--- src/rtl/gin_pkg.sv ---
// Shared definitions for the GIN multicast block: parameter defaults,
// delivery FSM states and the queued entry layout.
package gin_pkg;

   localparam int GIN_DATA_W     = 32;
   localparam int GIN_ROWS       = 6;
   localparam int GIN_COLS       = 8;
   localparam int GIN_XID_W      = 5;
   localparam int GIN_YID_W      = 3;
   localparam int GIN_FIFO_DEPTH = 4;

   typedef enum logic {
      ST_IDLE = 1'b0,
      ST_SEND = 1'b1
   } gin_state_e;

   // Queue entry as stored, tags above payload
   typedef struct packed {
      logic [GIN_YID_W-1:0] tag_y;
      logic [GIN_XID_W-1:0] tag_x;
      logic [GIN_DATA_W-1:0] data;
   } gin_entry_t;

endpackage

--- src/rtl/gin_fifo.sv ---
// Synchronous input queue with registered count and full/empty flags; also
// exposes the upper NW bits of the entry behind the head for lookahead.
module gin_fifo #(
   parameter int W     = 40,
   parameter int DEPTH = 4,
   parameter int NW    = 8
) (
   input  logic                   clk,
   input  logic                   rst,
   input  logic                   i_push,
   input  logic [W-1:0]           i_wdata,
   input  logic                   i_pop,
   output logic [W-1:0]           o_head,
   output logic [NW-1:0]          o_next_tag,
   output logic [$clog2(DEPTH):0] o_count,
   output logic                   o_full,
   output logic                   o_empty
);

   localparam int AW = $clog2(DEPTH);

   logic [W-1:0]  r_mem [DEPTH];
   logic [AW-1:0] r_rd_ptr;
   logic [AW-1:0] r_wr_ptr;
   logic [AW:0]   r_count;
   logic [AW-1:0] w_next_ptr;

   // NOTE: sequential state uses non-blocking assignments so every register
   // samples the pre-edge value of its neighbours.
   always_ff @(posedge clk) begin
      if (!rst) begin
         r_rd_ptr <= '0;
         r_wr_ptr <= '0;
         r_count  <= '0;
      end else begin
         if (i_push) r_wr_ptr <= r_wr_ptr + AW'(1);
         if (i_pop)  r_rd_ptr <= r_rd_ptr + AW'(1);
         case ({i_push, i_pop})
            2'b10:   r_count <= r_count + (AW+1)'(1);
            2'b01:   r_count <= r_count - (AW+1)'(1);
            default: r_count <= r_count;
         endcase
      end
   end

   // NOTE: storage is deliberately not reset; the pointers and count define
   // which slots are valid, so stale contents are never observed.
   always_ff @(posedge clk) begin
      if (i_push) r_mem[r_wr_ptr] <= i_wdata;
   end

   assign w_next_ptr = r_rd_ptr + AW'(1);
   assign o_head     = r_mem[r_rd_ptr];
   assign o_next_tag = r_mem[w_next_ptr][W-1 -: NW];
   assign o_count    = r_count;
   assign o_full     = (r_count == (AW+1)'(DEPTH));
   assign o_empty    = (r_count == '0);

endmodule

--- src/rtl/gin_multicast.sv ---
// GIN multicast: queues tagged payloads and delivers each to every PE whose
// scanned row/col IDs match. Optional drop counter: define GIN_DROP_CNT_EN.
module gin_multicast
   import gin_pkg::*;
#(
   parameter int DATA_W     = GIN_DATA_W,
   parameter int ROWS       = GIN_ROWS,
   parameter int COLS       = GIN_COLS,
   parameter int XID_W      = GIN_XID_W,
   parameter int YID_W      = GIN_YID_W,
   parameter int FIFO_DEPTH = GIN_FIFO_DEPTH
) (
   input  logic                   clk,
   input  logic                   rst,
   input  logic                   gin_valid,
   output logic                   gin_ready,
   input  logic [DATA_W-1:0]      gin_data,
   input  logic [XID_W-1:0]       tag_x,
   input  logic [YID_W-1:0]       tag_y,
   input  logic                   set_xid,
   input  logic [XID_W-1:0]       xid_scan_in,
   output logic [XID_W-1:0]       xid_scan_out,
   input  logic                   set_yid,
   input  logic [YID_W-1:0]       yid_scan_in,
   output logic [YID_W-1:0]       yid_scan_out,
   input  logic [ROWS*COLS-1:0]   pe_ready,
   output logic [ROWS*COLS-1:0]   pe_valid,
   output logic [DATA_W-1:0]      pe_data,
   output logic                   busy,
   output logic                   dropped
`ifdef GIN_DROP_CNT_EN
   ,output logic [15:0]           drop_cnt
`endif
);

   localparam int NPE     = ROWS * COLS;
   localparam int TAG_W   = YID_W + XID_W;
   localparam int ENTRY_W = TAG_W + DATA_W;
   localparam int CNT_W   = $clog2(FIFO_DEPTH) + 1;

   logic [YID_W-1:0] r_row_id [ROWS];
   logic [XID_W-1:0] r_col_id [NPE];
   gin_state_e       r_state, w_state_nxt;
   logic [NPE-1:0]   r_pending, w_pending_nxt, w_remaining;
   logic [NPE-1:0]   w_head_mask, w_next_mask;

   logic [ENTRY_W-1:0] w_head;
   logic [TAG_W-1:0]   w_next_tag;
   logic [CNT_W-1:0]   w_count;
   logic               w_full, w_empty, w_push, w_pop;
   logic [DATA_W-1:0]  w_head_data;
   logic [XID_W-1:0]   w_head_x, w_next_x;
   logic [YID_W-1:0]   w_head_y, w_next_y;

   assign w_push = gin_valid && !w_full;

   gin_fifo #(
      .W     (ENTRY_W),
      .DEPTH (FIFO_DEPTH),
      .NW    (TAG_W)
   ) u_fifo (
      .clk        (clk),
      .rst        (rst),
      .i_push     (w_push),
      .i_wdata    ({tag_y, tag_x, gin_data}),
      .i_pop      (w_pop),
      .o_head     (w_head),
      .o_next_tag (w_next_tag),
      .o_count    (w_count),
      .o_full     (w_full),
      .o_empty    (w_empty)
   );

   assign w_head_data = w_head[DATA_W-1:0];
   assign w_head_x    = w_head[DATA_W +: XID_W];
   assign w_head_y    = w_head[DATA_W+XID_W +: YID_W];
   assign w_next_x    = w_next_tag[XID_W-1:0];
   assign w_next_y    = w_next_tag[TAG_W-1 -: YID_W];

   // An all-ones row or column ID takes the PE out of every match
   always_comb begin
      w_head_mask = '0;
      w_next_mask = '0;
      for (int r = 0; r < ROWS; r++) begin
         for (int c = 0; c < COLS; c++) begin
            if ((r_row_id[r] != '1) && (r_col_id[r*COLS+c] != '1)) begin
               w_head_mask[r*COLS+c] = (r_row_id[r] == w_head_y) && (r_col_id[r*COLS+c] == w_head_x);
               w_next_mask[r*COLS+c] = (r_row_id[r] == w_next_y) && (r_col_id[r*COLS+c] == w_next_x);
            end
         end
      end
   end

   always_ff @(posedge clk) begin
      if (!rst) begin
         for (int r = 0; r < ROWS; r++) r_row_id[r] <= '1;
         for (int i = 0; i < NPE; i++)  r_col_id[i] <= '1;
      end else begin
         if (set_yid && !busy) begin
            r_row_id[0] <= yid_scan_in;
            for (int r = 1; r < ROWS; r++) r_row_id[r] <= r_row_id[r-1];
         end
         if (set_xid && !busy) begin
            r_col_id[0] <= xid_scan_in;
            for (int i = 1; i < NPE; i++) r_col_id[i] <= r_col_id[i-1];
         end
      end
   end

   // NOTE: every always_comb output gets a default first so no path can
   // leave it unassigned and infer a latch.
   always_comb begin
      w_state_nxt   = r_state;
      w_pending_nxt = r_pending;
      w_pop         = 1'b0;
      w_remaining   = r_pending & ~pe_ready;
      case (r_state)
         ST_IDLE: begin
            if (!w_empty) begin
               w_state_nxt   = ST_SEND;
               w_pending_nxt = w_head_mask;
            end
         end
         ST_SEND: begin
            if (w_remaining == '0) begin
               w_pop = 1'b1;
               // A lone entry always returns to IDLE, even with a same-cycle push
               if (w_count >= CNT_W'(2)) begin
                  w_pending_nxt = w_next_mask;
               end else begin
                  w_state_nxt   = ST_IDLE;
                  w_pending_nxt = '0;
               end
            end else begin
               w_pending_nxt = w_remaining;
            end
         end
      endcase
   end

   always_ff @(posedge clk) begin
      if (!rst) begin
         r_state   <= ST_IDLE;
         r_pending <= '0;
      end else begin
         r_state   <= w_state_nxt;
         r_pending <= w_pending_nxt;
      end
   end

   assign gin_ready    = !w_full;
   assign pe_valid     = (r_state == ST_SEND) ? r_pending : '0;
   assign pe_data      = (r_state == ST_SEND) ? w_head_data : '0;
   assign busy         = !w_empty || (r_state == ST_SEND);
   assign dropped      = (r_state == ST_SEND) && (r_pending == '0);
   assign xid_scan_out = r_col_id[NPE-1];
   assign yid_scan_out = r_row_id[ROWS-1];

`ifdef GIN_DROP_CNT_EN
   logic [15:0] r_drop_cnt;

   always_ff @(posedge clk) begin
      if (!rst) begin
         r_drop_cnt <= '0;
      end else if (dropped && (r_drop_cnt != 16'hFFFF)) begin
         r_drop_cnt <= r_drop_cnt + 16'd1;
      end
   end

   assign drop_cnt = r_drop_cnt;
`endif

endmodule

--- config.mk ---
export PLATFORM = sky130hd
export DESIGN_NAME = gin_multicast
export DESIGN_NICKNAME = d
export VERILOG_FILES = /design/src/rtl/gin_pkg.sv /design/src/rtl/gin_fifo.sv /design/src/rtl/gin_multicast.sv
export SDC_FILE = /design/constraint.sdc
export NUM_CORES = 1
export LEC_CHECK = 0
export ABC_AREA = 0
export CAP_MARGIN = 25
export CORE_MARGIN = 1
export CORE_UTILIZATION = 40
export CTS_CLUSTER_SIZE = 24
export DETAILED_ROUTE_END_ITERATION = 6
export PLACE_DENSITY = 0.61
export SLEW_MARGIN = 20
export SYNTH_ARGS = -nofsm -noshare
export SYNTH_HDL_FRONTEND = slang
export SYNTH_SLANG_ARGS = --single-unit
--- constraint.sdc ---
create_clock -name clk -period 9.4 [get_ports clk]
set_input_delay 0.94 -clock clk [delete_from_list [all_inputs] [get_ports clk]]
set_output_delay 0.94 -clock clk [all_outputs]
set_load 0.005 [all_outputs]
==> reports/results.txt <==
DP HPWL -> 50.26 mm
fill count -> 5,674
Worst Hold Class -> reg -> reg
Top-Level Pins -> 192
Die H -> 259.0 um
max cap viols -> 0
critical path class -> reg -> out
chip width -> 259.0 um
initial antenna violation count -> 4
register area share after synthesis -> 0.5191
Syn Area/Cell -> 12.03 um2
Peak supply drop -> 164.4 uV
Final setup viols -> 0
Reg area -> 13,720 um2
GR Overflow Total -> 0
vias in the first global route -> 18,867
Clock Tree Buf Depth -> 3
Die ar. -> 67,070 um2
most common cell in the synthesized netlist -> edfxtp_1
dominant cell type by area after synthesis -> edfxtp_1
min Tclk post-route -> 5.010 ns
slowest cell on the critical path -> buf_4
Synth Cell Area -> 26,420 um2
crit path capture type -> output pin
Antenna diodes -> 0
nets -> 2,427
DR iter-0 viols -> 1,763
Setup crit start kind -> flop
Crit Path Max Fanout -> 65
worst slew pin tran -> 1.117 ns
vias post-DR -> 18,713
first-pass detailed-route iteration total -> 6
RePlAce Congestion -> 0.9004
final WL -> 79.12 mm
synthesized flop and latch total -> 476
critical path, cell by cell -> buf_4 -> inv_1 -> buf_4 -> nor4_1 -> nand4_1 -> nor3_1 -> clkdlybuf4s50_1
drt wl/cell -> 24.56 um
share of cells above drive strength 1 -> 0.1585
WP data arrival -> 4.07 ns
pwr dens -> 232.1 nW/um2
vias per cell -> 5.810
Starting Density -> 0.4076
cell count after synthesis -> 2,196
root cell of the clock tree -> clkbuf_16
Place WS -> 5.030 ns
final hold vios -> 0
synth unique cells -> 55
Req. time, crit path -> 8.46 ns
Main synth FF type -> edfxtp_1
PostCTS Resize Cnt -> 0
Detail Route Antenna Nets -> 0
number of synthesized flops with an enable pin -> 418
FFs w/ async S/R, synth -> 0
fmax -> 0.1996 GHz
share of the synthesized area in the top cell type -> 0.4752
fin worst setup slack -> 4.390 ns
Core Footprint -> 64,810 um2
GRT Total Usage -> 0.2335
Worst Setup SP -> r_state
HP Start -> r_pending[46]
Ys Warns -> 0
LEAKAGE -> 0.008600 uW
Reg clk slew, reported paths -> 0.06 ns
post-layout util -> 0.4774
CTS buffer count -> 54
critical path's largest stage delay -> 0.71 ns
setup_tns -> 0 ns
first-pass GRT wire length -> 118.8 mm
Synth top cells by count -> 418 x edfxtp_1, 272 x xor2_1, 246 x xnor2_1
largest net degree at the start of global routing -> 185
Slew Viols, Final -> 0
H-tree Lvls -> 2
skew final -> 0.05261 ns
clk_lat worst skew -> 0.64 ns
postcts setup bufs -> 0
CTS tree -> built
Synth area leaders -> edfxtp_1 48%, xor2_1 9.0%, xnor2_1 8.2%
final period utilization -> 0.5330
max_slew headroom -> 0.2553
CP dominant cell by count -> buf_4
CTS Hold Buffers Added -> 0
R2R Path Start -> r_state
number of core rows -> 93
footprint of the multi-input gates -> 11,940 um2
unrepaired setup endpoints after global routing -> false
DRC Markers -> 0
syn nets -> 2,302
status -> finished clean
Port Buf Inserts -> 191
clk sinks -> 476
Layout area overhead -> 17.15%
-- state kept, by name (all words and copies together) (netlist names), named ones only --
register         count
r_col_id           240
u_fifo.r_mem       160
u_fifo.r_wr_ptr      2
u_fifo.o_count       3
u_fifo.r_rd_ptr      2
r_state              1
r_pending           48
r_row_id            18
-- cell families after synthesis --
kind of cell    after synthesis  share of synthesized area
compound gates              199                    0.05689
xor+xnor                    519                     0.1726
fa+ha+maj                     5                   0.002653
buf+inv                     175                    0.03121
flops                       476                     0.5191
mux                          51                    0.04168
simple gates                771                     0.1758
-- metrics by stage --
| step | area (um2) | hold slack [ns] | power, uW | std cells |
|---|---|---|---|---|
| after floorplan | 26420 | 0.4663 | 4253 | 2196 |
| after global placement | 28960 | 0.5507 | 4857 | 3117 |
| after detailed placement | 28960 | 0.5591 | 4917 | 3117 |
| after CTS | 30860 | 0.5752 | 7183 | 3218 |
| after global routing | 30940 | 0.6035 | 7452 | 3221 |
| final | 30940 | 0.5768 | 7183 | 3221 |
-- worst max-delay path: cells and delay by family, from the launching register on --
kind,cells,cell delay [ns]
buffers and inverters,4,1.70
flip-flops,1,0.62
AND/OR/NAND/NOR,3,1.12
-- worst paths after layout --
kind	end	slack, ns	depth (start not counted)
min reg2reg	r_pending[46]	0.58	2
max reg2reg	r_col_id[0][225]	5.50	6
max	dropped	4.39	7
min	r_pending[46]	0.58	2
-- power by group --
part           leakage (uW)  internal [uW]  switching [uW]
sequential          0.00376           2480            62.6
combinational       0.00391            842            1530
clock              0.000928           1360             908
total               0.00860           4680            2500
-- area by class of cell --
type	instances	area share
flip-flops and latches	476	0.4433
multi-input cells	1545	0.3857
repair buffers	227	0.07278
clock buffers	69	0.04743
well taps	855	0.03457
clock inverters	32	0.01419
inverters	17	0.002062
-- metal layers --
layer / part of all wire / track usage / vias up
met1: 0.43 / 0.3203 / 9401
met4: 0.040 / 0.1009 / 6
li1: - / - / 8261
met5: 0.00049 / 0 / -
met2: 0.45 / 0.3627 / 839
met3: 0.074 / 0.04091 / 206
-- placed cells by master (no fill, tap or decap), drive strengths merged, types with 34 or more instances in the layout --
| cell | Yosys | routed |
|---|---|---|
| or2 | 188 | 188 |
| buf | 91 | 37 |
| mux4 | 47 | 47 |
| and2 | 86 | 86 |
| o211ai | 67 | 67 |
| nand4 | 79 | 79 |
| nand3 | 57 | 57 |
| xnor2 | 246 | 246 |
| nor4 | 68 | 68 |
| nand2b | 76 | 76 |
| xor2 | 272 | 272 |
| edfxtp | 418 | 418 |
| and3 | 79 | 79 |
| a31oi | 46 | 46 |
| clkdlybuf4s50 | 0 | 190 |
| nand2 | 44 | 44 |
| a311oi | 34 | 34 |
| dfxtp | 58 | 58 |
| clkbuf | 67 | 69 |
(Power assumes the default switching activity.)
